<file path="src/rtl/p405s_icu_va_ctl.sv">
// rtl/p405s_icu_va_ctl.sv - ICU fetch virtual-address register load sequencer
// Optional saturating miss counter: P405S_ICU_VA_MISSCNT_EN.
module p405s_icu_va_ctl #(
  parameter int unsigned FETCH_BYTES = 8,
  parameter logic [0:31] RESET_VEC   = 32'hFFFF_FFFC
) (
  input  logic        CB,
  input  logic        resetN,
  input  logic        redirVal,
  input  logic [0:31] redirAddr,
  input  logic        haltReq,
  input  logic        fetchGo,
  input  logic        missDet,
  input  logic        fillDone,
  input  logic [0:31] vaL2,
  output logic [0:31] vaD,
  output logic        vaE1,
  output logic        fetchVal,
  output logic        missPend,
  output logic        missCancel,
  output logic [0:15] missCnt
);

  typedef enum logic [1:0] {ST_RUN, ST_MISS, ST_REPLAY, ST_HALT} state_t;

  localparam logic [0:31] LP_STEP       = 32'(FETCH_BYTES);
  localparam logic [0:31] LP_ALIGN_MASK = ~(LP_STEP - 32'd1);

  state_t      r_state;
  state_t      w_state_nxt;
  logic        r_fetch_val;
  logic        w_fetch_val_nxt;
  logic        r_miss_pend;
  logic        w_miss_pend_nxt;
  logic        r_miss_cancel;
  logic        w_miss_cancel_nxt;
  logic [0:31] w_seq_addr;

  // Sequential fetch always steps to the next aligned block, wrapping at 2^32.
  assign w_seq_addr = (vaL2 & LP_ALIGN_MASK) + LP_STEP;

  always_comb begin
    vaE1              = 1'b0;
    vaD               = vaL2;
    w_state_nxt       = r_state;
    w_fetch_val_nxt   = r_fetch_val;
    w_miss_pend_nxt   = r_miss_pend;
    w_miss_cancel_nxt = 1'b0;
    if (!resetN) begin
      vaE1 = 1'b1;
      vaD  = RESET_VEC;
    end else if (redirVal) begin
      vaE1              = 1'b1;
      vaD               = redirAddr;
      w_state_nxt       = haltReq ? ST_HALT : ST_RUN;
      w_fetch_val_nxt   = !haltReq;
      w_miss_pend_nxt   = 1'b0;
      w_miss_cancel_nxt = (r_state == ST_MISS) || (r_state == ST_REPLAY);
    end else begin
      unique case (r_state)
        ST_RUN: begin
          // missDet/fetchGo only mean something while an address is being offered.
          if (missDet && r_fetch_val) begin
            w_state_nxt     = ST_MISS;
            w_miss_pend_nxt = 1'b1;
            w_fetch_val_nxt = 1'b0;
          end else if (fetchGo && r_fetch_val) begin
            vaE1 = 1'b1;
            vaD  = w_seq_addr;
          end else if (haltReq) begin
            w_state_nxt     = ST_HALT;
            w_fetch_val_nxt = 1'b0;
          end else begin
            w_fetch_val_nxt = 1'b1;
          end
        end
        ST_MISS: begin
          if (fillDone) begin
            w_state_nxt     = ST_REPLAY;
            w_miss_pend_nxt = 1'b0;
          end
        end
        ST_REPLAY: begin
          w_state_nxt     = haltReq ? ST_HALT : ST_RUN;
          w_fetch_val_nxt = !haltReq;
        end
        ST_HALT: begin
          w_fetch_val_nxt = 1'b0;
          if (!haltReq) begin
            w_state_nxt     = ST_RUN;
            w_fetch_val_nxt = 1'b1;
          end
        end
        default: w_state_nxt = ST_RUN;
      endcase
    end
  end

  always_ff @(posedge CB) begin
    if (!resetN) begin
      r_state       <= ST_RUN;
      r_fetch_val   <= 1'b0;
      r_miss_pend   <= 1'b0;
      r_miss_cancel <= 1'b0;
    end else begin
      r_state       <= w_state_nxt;
      r_fetch_val   <= w_fetch_val_nxt;
      r_miss_pend   <= w_miss_pend_nxt;
      r_miss_cancel <= w_miss_cancel_nxt;
    end
  end

  assign fetchVal   = r_fetch_val;
  assign missPend   = r_miss_pend;
  assign missCancel = r_miss_cancel;

`ifdef P405S_ICU_VA_MISSCNT_EN
  logic [0:15] r_miss_cnt;
  logic        w_miss_start;

  // Counted on entry to MISS, so a miss later aborted by redirect still counts.
  assign w_miss_start = resetN && !redirVal && (r_state == ST_RUN) && (w_state_nxt == ST_MISS);

  always_ff @(posedge CB) begin
    if (!resetN) begin
      r_miss_cnt <= '0;
    end else if (w_miss_start && (r_miss_cnt != 16'hFFFF)) begin
      r_miss_cnt <= r_miss_cnt + 16'd1;
    end
  end

  assign missCnt = r_miss_cnt;
`else
  assign missCnt = '0;
`endif

endmodule

</file>
<file path="config.mk">
export PLATFORM = sky130hd
export DESIGN_NAME = p405s_icu_va_ctl
export DESIGN_NICKNAME = d
export VERILOG_FILES = /design/src/rtl/p405s_icu_va_ctl.sv
export SDC_FILE = /design/constraint.sdc
export NUM_CORES = 1
export LEC_CHECK = 0
export ABC_AREA = 0
export CAP_MARGIN = 30
export CORE_ASPECT_RATIO = 1.2
export CORE_UTILIZATION = 35
export DETAILED_ROUTE_END_ITERATION = 10
export GPL_TIMING_DRIVEN = 0
export PLACE_DENSITY = 0.9
export SYNTH_ARGS = -nofsm -noshare
export SYNTH_HDL_FRONTEND = slang
export SYNTH_SLANG_ARGS = --single-unit
</file>
<file path="constraint.sdc">
create_clock -name CB -period 5 [get_ports CB]
set_input_delay 0.5 -clock CB [delete_from_list [all_inputs] [get_ports CB]]
set_output_delay 0.5 -clock CB [all_outputs]
set_load 0.005 [all_outputs]
</file>
==> flow_summary.json, run 1 <==
{
  "core-area_um2": 4590,
  "initial_core_util_pct": 36.5,
  "period_minus_slack_ps": 3600,
  "cts_resized": 0,
  "cts-root-buf": "clkbuf_8",
  "grt_usage_pct": 24.8,
  "grt_pass1_wl_um": 10100,
  "ys_async_sr_fraction_pct": 0,
  "ant_nets": 0,
  "setup_violations": 0,
  "via_per_inst": 5.32,
  "finalClockSkew_ps": 0.201,
  "ys_warn_count": 0,
  "hold_start": "missPend",
  "drt_iter0_markers": 109,
  "wl_per_cell_um": 14.0,
  "worstPathMaxFanout": 6,
  "placed_area_um2": 2870,
  "leakage_nw": 1.15,
  "report.final.hold_viol_count": 0,
  "io_buffers": 106,
  "die_y_um": 77.8,
  "cts_sinks": 5,
  "end_kind": "output port",
  "yosysTopAreaCell": "buf_4",
  "netlist_top_cells_area": "buf_4 7.2%, nand2_1 6.9%, dfxtp_1 6.0%, nor3_1 5.4%, xnor2_1 5.2%",
  "synthCells": 254,
  "synth_common_cells": "31 x nand2_1, 18 x nor3_1, 16 x buf_4, 15 x nand3_1",
  "htreeDepth": 1,
  "synth-edff-count": 0,
  "vdd_drop_max_uv": 159,
  "fin_util_pct": 63.4,
  "post-route-period-util_pct": 72.1,
  "grt_max_degree": 11,
  "tightest_slew_ps": 581,
  "clk_path_buf_depth": 2,
  "grt.overflow.total": 0,
  "io_pins": 123,
  "dpl.hpwl_um": 4930,
  "maxCapViolations": 0,
  "cp.arrival_ps": 3100,
  "final_cell_area_um2": 2910,
  "rows": 27,
  "drtPass1Iterations": 5,
  "tns_ps": 0,
  "r2r-end": "r_state[1]",
  "path_clk_slew_ps": 30,
  "required_ps": 4500,
  "syn_area_um2": 1680,
  "ys_types": 47,
  "tritoncts": "done",
  "insertion_delay_ps": 220,
  "regToRegSetupSlack_ps": 2990,
  "vias": 2324,
  "die_x_um": 65.2,
  "first_global_vias": 2245,
  "min_to": "missPend",
  "ys_seq_area_share_pct": 5.97,
  "postCtsSetupRepairBufs": 0,
  "start_kind": "input pin",
  "syn_avg_cell_area_um2": 6.61,
  "hold_buffers": 0,
  "slew_headroom_pct": 61.3,
  "drive_above_1_share_pct": 11.1,
  "synth_top_area_share_pct": 7.16,
  "drv_slew": 0,
  "antenna_found_initial": 0,
  "pwr_density_cell_nw_per_um2": 119,
  "gp_congestion": 0.924,
  "drt-total-wl_um": 6140,
  "critPathKind": "input pin to output port",
  "synth_ff_type": "dfxtp_1",
  "area_delta_synth_final_pct": 73.6,
  "status": "completed",
  "rsz0062_at_grt": "no",
  "ys_ff_latch": 5,
  "hold_path_class": "flop to flop",
  "die-area_um2": 5080,
  "drc": 0,
  "fin_nets": 456,
  "fmax_mhz": 278,
  "synth_most_common_cell": "nand2_1",
  "min_path_cells": 2,
  "reg2reg_from": "r_state[0]",
  "antenna_cells": 0,
  "cts_buffers": 3,
  "worstRegToRegCells": 7
}
registers in the layout (all words and copies together), names as in the netlist:
| signal | flops |
|---|---|
| missPend | 1 |
| missCancel | 1 |
| r_state | 2 |
| fetchVal | 1 |
cell type report:
| type | instances | area [µm²] |
|---|---|---|
| well taps | 58 | 72.6 |
| multi-input cells | 217 | 1360 |
| flip-flops and latches | 5 | 100 |
| fillers | 433 | 1680 |
| clock buffers | 4 | 45.0 |
| plain buffers | 33 | 220 |
| repair buffers | 106 | 1060 |
| inverters | 14 | 52.6 |
power by group:
part / switching (mW) / total (mW) / internal (mW)
combinational: 0.0947 / 0.222 / 0.127
sequential: 0.00458 / 0.0494 / 0.0448
clock: 0.0210 / 0.0758 / 0.0548
through the flow:
stage               std cells  worst slack, ps  hold WS (ps)  power [mW]
global placement          433             1480           553       0.263
CTS                       437             1420           585       0.347
floorplan                 269             2740           507       0.143
global route              437             1250           598       0.371
detailed placement        433             1420           577       0.269
finish                    437             1400           588       0.347
worst max-delay path, cell delays in order:
cell and delay (ps):
clkdlybuf4s50_1 610, ha_1 280, inv_1 80, or4_4 540, buf_6 150, nor3_4 110
xnor2_1 80, o211ai_1 210, clkdlybuf4s50_1 540
layout by cell type (no fill, tap or decap), types with 2 or more instances in the layout:
cell type        synthesis  routed
a21oi_1                 12      12
o21a_1                   5       5
a31o_2                   5       5
nor4_4                   2       2
clkbuf_8                 0       3
clkbuf_1                 8       9
o21ai_0                 13      13
nor3_4                   2       2
inv_1                   14      14
clkdlybuf4s50_1          0     106
o211ai_1                 5       5
nor4_1                   4       4
xnor2_1                 10      10
o31a_1                   3       3
nand2_1                 31      31
o21ai_1                  6       6
ha_1                     5       5
and4_1                   5       5
a31oi_1                  3       3
buf_2                    5       5
conb_1                   1      16
mux2i_1                  6       6
nand3_1                 15      15
buf_6                    4       4
nor2_1                  14      14
dfxtp_1                  5       5
and3_1                   4       4
or3_1                    3       3
or4_4                    2       2
nor3_1                  18      18
buf_4                   16      16
xor2_1                   3       3
nand4_1                  9       9
metal layers:
| layer | share of wire, % | track usage, % | up-vias |
|---|---|---|---|
| li1 | - | - | 1147 |
| met1 | 40 | 27.7 | 1056 |
| met2 | 51 | 46.8 | 112 |
| met3 | 7.4 | 3.53 | 9 |
| met4 | 1.3 | 7.39 | 0 |
| met5 | 0 | 0 | - |
worst max-delay path by stage:
stage | start | to | slack, ps | cells after the start
3_3_place_gp | vaL2[28] | vaD[18] | 1480 | 9
5_1_grt | vaL2[28] | vaD[16] | 1250 | 9
2_1_floorplan | vaL2[28] | vaD[14] | 2740 | 7
6_report | vaL2[28] | vaD[16] | 1400 | 9
4_1_cts | vaL2[28] | vaD[16] | 1420 | 9
3_5_place_dp | vaL2[28] | vaD[16] | 1420 | 9
cells by family after synthesis:
group	Yosys count	synth area share (%)
xor gates and xnor gates	13	6.79
muxes	6	3.58
DFF	5	5.97
AOI/OAI and AO/OA	60	23.2
and+or+nand+nor	117	40.3
adders and majority gates	5	3.73
other	1	0.223
buffers and inverters	47	16.3
Note: power is estimated with default switching activity, not from simulation.
==> run 2: changes to the inputs <==
Settings changed: CORE_UTILIZATION 35 to 32, PLACE_DENSITY 0.9 to 0.87.
Clock period 5 ns to 3.15 ns, I/O delays scaled along.
==> run 2 against run 1 <==
Sequential power is 58% higher. Die area up 9.1%. Worst hold slack worse by 0.78 ps. Total power is 60% higher. Critical path depth unchanged. Wire length down 0.75%. Clock skew increased by 1.5 ps. Sequential share of layout area shrank 0.051 points. Highest routed layer unchanged.
==> flow_summary.json, run 2 (synthesis results as in run 1) <==
{
  "r2r-end": "r_state[0]",
  "insertion_delay_ps": 220,
  "multi_input_comb_area_um2": 1380,
  "regToRegSetupSlack_ps": 1280,
  "io_pins": 123,
  "period_minus_slack_ps": 3040,
  "maxCapViolations": 0,
  "crit_cells": 9,
  "drtPass1Iterations": 4,
  "hold_path_class": "flop to flop",
  "tightest_slew_ps": 599,
  "reg2reg_from": "r_state[0]",
  "grt_max_degree": 11,
  "critical_path.top_delay_family": "simple AND/OR/NAND/NOR gates",
  "regArea_um2": 100,
  "worstRegToRegCells": 7,
  "rsz0062_at_grt": "no",
  "fin_nets": 456,
  "tns_ps": 0,
  "cts_buffers": 3,
  "htreeDepth": 1,
  "cp.arrival_ps": 2720,
  "initial_core_util_pct": 33.7,
  "endpoint": "vaD[17]",
  "report.final.hold_viol_count": 0,
  "startpoint": "r_state[0]",
  "ant_nets": 0,
  "vdd_drop_max_uv": 237,
  "leakage_nw": 1.18,
  "drc": 0,
  "die-area_um2": 5540,
  "tritoncts": "done",
  "dp.cells": 435,
  "finalClockSkew_ps": 1.74,
  "crit_chain": "inv_1 > ha_4 > nand4b_1 > or4_4 > buf_6 > nor3_1 > nor3_1 > o21ai_1 > clkdlybuf4s50_1",
  "drive_above_1_share_pct": 12.4,
  "cts-root-buf": "clkbuf_8",
  "place_ws_ps": 20.4,
  "die_y_um": 81.3,
  "final_cell_mix": "104 x clkdlybuf4s50_1, 31 x nand2_1, 18 x buf_4",
  "largest_register_ffs": 2,
  "setup_violations": 0,
  "first_global_vias": 2072,
  "grt.overflow.total": 0,
  "fin_util_pct": 59.4,
  "hold_buffers": 0,
  "core-area_um2": 4970,
  "drt-total-wl_um": 6090,
  "drv_slew": 0,
  "path_clk_slew_ps": 40,
  "antenna_cells": 0,
  "area_delta_synth_final_pct": 76.2,
  "stdcell_count": 439,
  "drt_iter0_markers": 123,
  "largest_register": "r_state",
  "fill_cells": 486,
  "pwr_density_cell_nw_per_um2": 188,
  "grt_pass1_wl_um": 9230,
  "via_per_inst": 5.18,
  "critPathKind": "flop to output port",
  "final_common_cell": "clkdlybuf4s50_1",
  "worstPathMaxFanout": 7,
  "wl_per_cell_um": 13.9,
  "required_ps": 2830,
  "end_kind": "output port",
  "slew_headroom_pct": 60.1,
  "die_x_um": 68.1,
  "slowest_stage": "or4_4",
  "clk_path_buf_depth": 2,
  "rows": 28,
  "post-route-period-util_pct": 96.4,
  "fmax_mhz": 329,
  "timing.final.ws_setup_ps": 113,
  "cp.buffers_inverters": 3,
  "dpl.hpwl_um": 4930,
  "cts_sinks": 5,
  "slowest_delay_ps": 560,
  "antenna_found_initial": 0,
  "gp_congestion": 0.841,
  "grt_usage_pct": 21.8,
  "status": "completed",
  "start_kind": "flop",
  "io_buffers": 106,
  "crit_top_cell": "nor3_1",
  "vias": 2275
}
[run 2: routing by layer]
metal	GRT usage, %	vias up	part of all wire (%)
li1	-	1147	-
met1	24.4	1021	38
met2	42.2	99	52
met3	2.25	8	8.1
met4	5.42	0	1.3
met5	0	-	0
[run 2: repair_timing]
action	in CTS	in global routing
hold endpoints to repair	0	0
pin swaps	2	3
resized for setup	0	10
setup endpoints to repair	4	20
buffers inserted	0	2
[run 2: metrics by stage]
step / power (mW) / instance area, µm² / hold WS (ps)
after global routing: 0.594 / 2960 / 619
after detailed placement: 0.425 / 2870 / 554
after global placement: 0.418 / 2870 / 538
after CTS: 0.548 / 2920 / 559
after floorplan: 0.228 / 1730 / 507
final: 0.554 / 2960 / 587
[run 2: layout make-up]
cell class                 instances  area share [%]
buffer                            31            7.49
clock buffer                       4            1.52
inverter                          14            1.78
multi-input combinational        217            46.7
sequential                         5            3.39
tap                               60            2.54
timing repair buffer             108            36.6
[run 2: worst min path at each step]
| stage | start | endpoint | slack (ps) | depth (start not counted) |
|---|---|---|---|---|
| floorplan | r_state[1] | r_state[1] | 510 | 2 |
| global placement | r_state[1] | r_state[1] | 540 | 2 |
| detailed placement | r_state[1] | r_state[1] | 550 | 2 |
| CTS | r_state[1] | r_state[1] | 560 | 2 |
| global route | r_state[0] | r_state[0] | 620 | 2 |
| finish | fetchVal | fetchVal | 590 | 1 |
[run 2: power by group]
part           total [mW]  internal, mW  switching [mW]
sequential         0.0780        0.0711         0.00688
clock               0.121        0.0871          0.0339
combinational       0.355         0.207           0.149
total               0.554         0.365           0.189
